## config.mk

```make
export PLATFORM = sky130hd
export DESIGN_NAME = urv_timer_irq
export DESIGN_NICKNAME = d
export VERILOG_FILES = /design/src/rtl/urv_timer_irq.sv
export SDC_FILE = /design/constraint.sdc
export NUM_CORES = 1
export LEC_CHECK = 0
export CAP_MARGIN = 20
export CORE_MARGIN = 10
export CORE_UTILIZATION = 40
export CTS_BUF_LIST = sky130_fd_sc_hd__clkbuf_8
export DETAILED_ROUTE_END_ITERATION = 10
export GPL_TIMING_DRIVEN = 0
export SLEW_MARGIN = 20
export SYNTH_ARGS = -nofsm -noshare
export SYNTH_HDL_FRONTEND = slang
export SYNTH_SLANG_ARGS = --single-unit
```

## constraint.sdc

```tcl
create_clock -name clk_i -period 4.9 [get_ports clk_i]
set_clock_uncertainty 0.05 [all_clocks]
set_input_delay 0.98 -clock clk_i [delete_from_list [all_inputs] [get_ports clk_i]]
set_output_delay 0.98 -clock clk_i [all_outputs]
set_load 0.05 [all_outputs]
```

## src/rtl/urv_timer_irq.sv

```systemverilog
// Timer-interrupt generator: compares the free-running 40-bit tick count against a
// programmable compare value and raises a level interrupt, with optional auto-reload.
module urv_timer_irq #(
    parameter int g_period_width  = 24,
    parameter int g_overrun_width = 8
) (
    input  logic        clk_i,
    input  logic        rst_i,
    input  logic [39:0] time_i,
    input  logic        wr_i,
    input  logic [1:0]  wr_addr_i,
    input  logic [31:0] wr_data_i,
    input  logic [1:0]  rd_addr_i,
    output logic [31:0] rd_data_o,
    input  logic        irq_ack_i,
    output logic        irq_o
);

    localparam logic [1:0] ADDR_CMP_LO = 2'd0;
    localparam logic [1:0] ADDR_CMP_HI = 2'd1;
    localparam logic [1:0] ADDR_CTRL   = 2'd2;
    localparam logic [1:0] ADDR_PERIOD = 2'd3;

    typedef enum logic [1:0] {
        S_DISARMED = 2'd0,
        S_ARMED    = 2'd1,
        S_PENDING  = 2'd2
    } state_t;

    state_t                       state_q, state_d;
    logic [39:0]                  cmp_q, cmp_d;
    logic [31:0]                  shadow_q, shadow_d;
    logic [g_period_width-1:0]    period_q, period_d;
    logic                         enable_q, enable_d;
    logic                         periodic_q, periodic_d;
    logic [g_overrun_width-1:0]   overrun_q, overrun_d;
    logic [31:0]                  rd_data_q, rd_data_d;

    logic        wr_cmp_lo, wr_cmp_hi, wr_ctrl, wr_period;
    logic        disable_wr;
    logic [39:0] time_diff;
    logic        hit, hit_eff, reload_en;
    logic [39:0] cmp_reload;
    logic [31:0] ctrl_rd;

    assign wr_cmp_lo  = wr_i && (wr_addr_i == ADDR_CMP_LO);
    assign wr_cmp_hi  = wr_i && (wr_addr_i == ADDR_CMP_HI);
    assign wr_ctrl    = wr_i && (wr_addr_i == ADDR_CTRL);
    assign wr_period  = wr_i && (wr_addr_i == ADDR_PERIOD);
    assign disable_wr = wr_ctrl && !wr_data_i[0];

    // Modular difference: "at or past compare" within half the 40-bit range, so
    // both the tick count and the reloaded compare value may wrap.
    assign time_diff  = time_i - cmp_q;
    assign hit        = ~time_diff[39];
    // A compare write in the same cycle wins; the hit is re-evaluated next cycle.
    assign hit_eff    = hit && !wr_cmp_hi;
    assign reload_en  = periodic_q && (period_q != '0);
    assign cmp_reload = cmp_q + {{(40-g_period_width){1'b0}}, period_q};

    // NOTE: every signal written here gets a default first, so no latches are inferred.
    always_comb begin
        state_d    = state_q;
        cmp_d      = cmp_q;
        shadow_d   = shadow_q;
        period_d   = period_q;
        enable_d   = enable_q;
        periodic_d = periodic_q;
        overrun_d  = overrun_q;

        if (wr_cmp_lo) shadow_d = wr_data_i;
        if (wr_period) period_d = wr_data_i[g_period_width-1:0];
        if (wr_ctrl) begin
            enable_d   = wr_data_i[0];
            periodic_d = wr_data_i[1];
        end

        if (disable_wr) begin
            state_d = S_DISARMED;
        end else begin
            unique case (state_q)
                S_DISARMED: begin
                    if (wr_ctrl && wr_data_i[0]) state_d = S_ARMED;
                end
                S_ARMED: begin
                    if (hit_eff) begin
                        state_d = S_PENDING;
                        if (reload_en) cmp_d = cmp_reload;
                    end
                end
                S_PENDING: begin
                    if (hit_eff && reload_en) begin
                        cmp_d = cmp_reload;
                        if (!irq_ack_i && (overrun_q != '1)) overrun_d = overrun_q + 1'b1;
                    end else if (irq_ack_i) begin
                        if (reload_en) begin
                            state_d = S_ARMED;
                        end else begin
                            state_d  = S_DISARMED;
                            enable_d = 1'b0;
                        end
                    end
                end
                default: state_d = S_DISARMED;
            endcase
        end

        if (wr_cmp_hi) cmp_d = {wr_data_i[7:0], shadow_q};
        if (wr_ctrl && wr_data_i[3]) overrun_d = '0;
    end

    always_comb begin
        ctrl_rd    = '0;
        ctrl_rd[0] = enable_q;
        ctrl_rd[1] = periodic_q;
        ctrl_rd[2] = (state_q == S_PENDING);
        ctrl_rd[8 +: g_overrun_width] = overrun_q;

        rd_data_d = '0;
        unique case (rd_addr_i)
            ADDR_CMP_LO: rd_data_d = cmp_q[31:0];
            ADDR_CMP_HI: rd_data_d = {24'd0, cmp_q[39:32]};
            ADDR_CTRL:   rd_data_d = ctrl_rd;
            ADDR_PERIOD: rd_data_d = {{(32-g_period_width){1'b0}}, period_q};
            default:     rd_data_d = '0;
        endcase
    end

    // NOTE: sequential state uses non-blocking assignments so all registers update together.
    always_ff @(posedge clk_i or negedge rst_i) begin
        if (!rst_i) begin
            state_q    <= S_DISARMED;
            cmp_q      <= '0;
            shadow_q   <= '0;
            period_q   <= '0;
            enable_q   <= 1'b0;
            periodic_q <= 1'b0;
            overrun_q  <= '0;
            rd_data_q  <= '0;
        end else begin
            state_q    <= state_d;
            cmp_q      <= cmp_d;
            shadow_q   <= shadow_d;
            period_q   <= period_d;
            enable_q   <= enable_d;
            periodic_q <= periodic_d;
            overrun_q  <= overrun_d;
            rd_data_q  <= rd_data_d;
        end
    end

    assign irq_o     = (state_q == S_PENDING);
    assign rd_data_o = rd_data_q;

endmodule

```

==> implementation parameters <==
Parameter                              Value

Setup path
  Critical Path, Cell by Cell    clkdlybuf4s50_1 > ha_1 > nand4_1 > nor4_2 > nand2_1 > o21ai_1 > nor2_1 > o311ai_2 > nand3_1 > o311ai_0
  Master of the slowest instance on the critical path    o311ai_2
  Setup crit end kind    flop
  Critical path required time    5.18 ns
  Launching element type of the critical path    primary input
  Maximum single-stage delay on the critical path    0.98 ns
  Critical path data arrival time    4.95 ns
  Max Fanout on Critical Path    10
  Class of the most critical setup path    primary input to flop

Synthesis
  Total number of yosys warnings    0
  Synthesized area    8560 um2
  Synth Area per Inst    10.0 um2
  Seq/Total Area, Yosys    0.409
  Largest family of logic cells by synthesized area    compound AO/OA/AOI/OAI gates
  EDFF count, synth    0
  Total of flip-flops plus latches after synthesis    140
  Post-synth ARST share    1.00
  Number of nets in the synthesized netlist    999
  Post-Synthesis Cells    855
  Main flop type after synthesis    dfrtp_1
  Adder-Cell Fraction of Synth Area    0.0944
  Multiplexer share of the synthesized area    0.130
  Synthesized-area fraction occupied by and/or/nand/nor cells    0.128
  Fraction of the mapped netlist area in compound gates    0.177
  Number of distinct standard cells referenced by the synthesized netlist    69
  Parity-gate share of the synthesized area counting xor and xnor cells    0.0205

Detailed routing
  Post-detailed-routing wire length    26,900 um
  Number of DRC violations after detailed routing    0
  Avg WL per Cell    21.1 um
  Number of vias after detailed routing    7,280
  Met1 wire length    12,300 um
  Number of detailed-route iterations in the first pass    6
  Top routing layer used    met4
  Via count normalized by instance count    5.72
  Metal3 WL    1800 um
  Metal2 WL    12,200 um
  Antenna Nets Post-Route    0
  Starting DRT DRC Count    702

Clock network
  Clock buffer count from CTS    17
  Max Root-Sink Buffers    2
  Clock Root Buffer    clkbuf_8
  H-tree depth    4
  CTS tree    yes
  Number of buffers added to fix hold violations after cts    0
  Number of setup buffers added after CTS    0
  CTS clk-pin slew, worst paths    0.08 ns
  Clock insertion delay at the later pin of the skew report    0.47 ns
  Clock net sink count    140
  Number of instances resized during post-cts repair    0

Die
  DIE AREA    27,700 um2
  Core region area    21,000 um2
  Effective utilization at floorplan    0.407
  Top-Level Pins    113
  Chip Width    166 um
  Die height    166 um
  Cell row count    53

Timing
  Maximum frequency from static timing analysis    214 MHz
  Period utilisation layout    0.952
  Slew HR    0.250
  Transition at the pin with the smallest max-transition slack    1.12 ns
  Shortest clock period the worst path allows after layout    4.67 ns
  Final number of setup-violating endpoints    0
  RSZ-0062 raised after global routing    false
  Sum of negative setup slack    0 ns
  Final hold slack    0.371 ns
  Max-slew violation count    0
  Total count of hold-check failures in the final report    0

Layout
  Commonest non-fill, non-tap cell in the layout    dfrtp_1
  Fin cells    1,273
  Fraction of layout cells with a size suffix above 1    0.125
  Fill count    1,907
  Number of nets in the finished design    1,130
  Post-synthesis to final-layout area growth    22.4%
  Most frequent cells in the layout    140 x dfrtp_1, 110 x clkdlybuf4s50_1, 75 x nand2_1, 66 x mux2_2, 63 x ha_1
  Final std cell area, no fill    10,500 um2
  ANT cells    0

Placement
  Post-detailed-placement cell area    10,100 um2
  Port Buf Inserts    111
  Final GP Congestion    0.946
  Cell count after placement    1,242
  HPWL after DPL    20,500 um

Global route
  Total GRT Usage    0.191
  Number of antenna violations at the first check in global routing    0
  Total congestion overflow after global routing    0
  Number of global-route vias before repair    7,243
  First-pass GRT wire length    42,100 um
  Pin count of the biggest net entering global routing    83

Outcome
  Run status    completed

Pwr
  Peak VDD IR    0.238 mV
  Pwr Density    538 nW/um2
  Leakage component of the power    4.54 nW

Worst hold path
  Class of the most critical hold timing path    primary input to asynchronous set/reset pin

Run
  Number of max-capacitance violations reported    0
-- cells by family after synthesis --
logic type      Yosys count
compound gates          228
simple gates            221
flops                   140
mux                      96
buf+inv                  86
fa+ha+maj                64
xor+xnor                 20
-- power by group --
| group | total [W] | leakage, nW | internal [W] | switching (W) |
|---|---|---|---|---|
| combinational | 0.00286 | 2.64 | 0.00122 | 0.00164 |
| sequential | 0.00175 | 1.70 | 0.00145 | 0.000302 |
| clock | 0.00102 | 0.204 | 0.000539 | 0.000479 |
-- per-layer routing --
layer	track usage	up-vias
met5	0	-
met4	0.0645	0
met3	0.0419	55
met2	0.297	278
met1	0.256	3502
li1	-	3445
-- worst max-delay path: cells and delay by family --
kind                       cells  cell delay (ns)
AOI/OAI and AO/OA              3             1.85
adders and majority gates      1             0.32
buffers and inverters          1             0.41
and+or+nand+nor                5             1.37
-- cell type report --
cell class              instances  area, um2  share of cell area
plain buffers                  36        169              0.0161
clock buffers                  20        275              0.0263
clock inverters                11        143              0.0136
inverters                      50        188              0.0179
multi-input cells             629       4710               0.450
flip-flops and latches        140       3500               0.334
well taps                     275        344              0.0328
repair buffers                112       1140               0.109
-- metrics by stage --
step | power [W] | utilization | worst slack (ns)
after CTS | 0.00563 | 0.498 | 0.295
after global placement | 0.00456 | 0.477 | -3.09
after global routing | 0.00604 | 0.498 | 0.157
after floorplan | 0.00377 | - | 1.31
final | 0.00563 | 0.498 | 0.235
after detailed placement | 0.00460 | 0.479 | -0.178
-- flip-flops by register name, indices dropped and copies added, names as in the netlist --
register    flops
overrun_q       8
period_q       24
periodic_q      1
shadow_q       32
cmp_q          40
enable_q        1
state_q         2
rd_data_o      32
-- synth_stat cells, types with 8 or more instances --
library cell  number  area (um2)
o21ai_0           55         275
nand4_1            8        50.1
nand3_1           21         105
o311ai_0          15         131
nor3_1            18        90.1
inv_1             50         188
xnor2_1           13         114
nand2_1           75         282
a21o_1            15         113
clkbuf_1          29         109
a21oi_1           58         290
a22o_1            14         123
nor2_1            41         154
dfrtp_1          140        3500
mux2_2            66         743
ha_1              63         788
nor4_1            10        62.6
a211oi_1           8        60.1
mux2i_1           21         210
o211ai_1           8        60.1
-- final timing paths --
check | startpoint | end | slack [ns] | depth (start not counted)
min in group clk_i | cmp_q[38] | cmp_q[38] | 0.45 | 1
worst max-delay path | time_i[21] | cmp_q[37] | 0.23 | 10
worst min register to register | cmp_q[38] | cmp_q[38] | 0.45 | 1
max in group asynchronous | rst_i | shadow_q[0] | 3.65 | 2
worst max register to register | cmp_q[21] | cmp_q[37] | 0.68 | 10
worst min-delay path | rst_i | rd_data_o[19] | 0.37 | 1
Note: power is estimated with default switching activity, not from simulation.
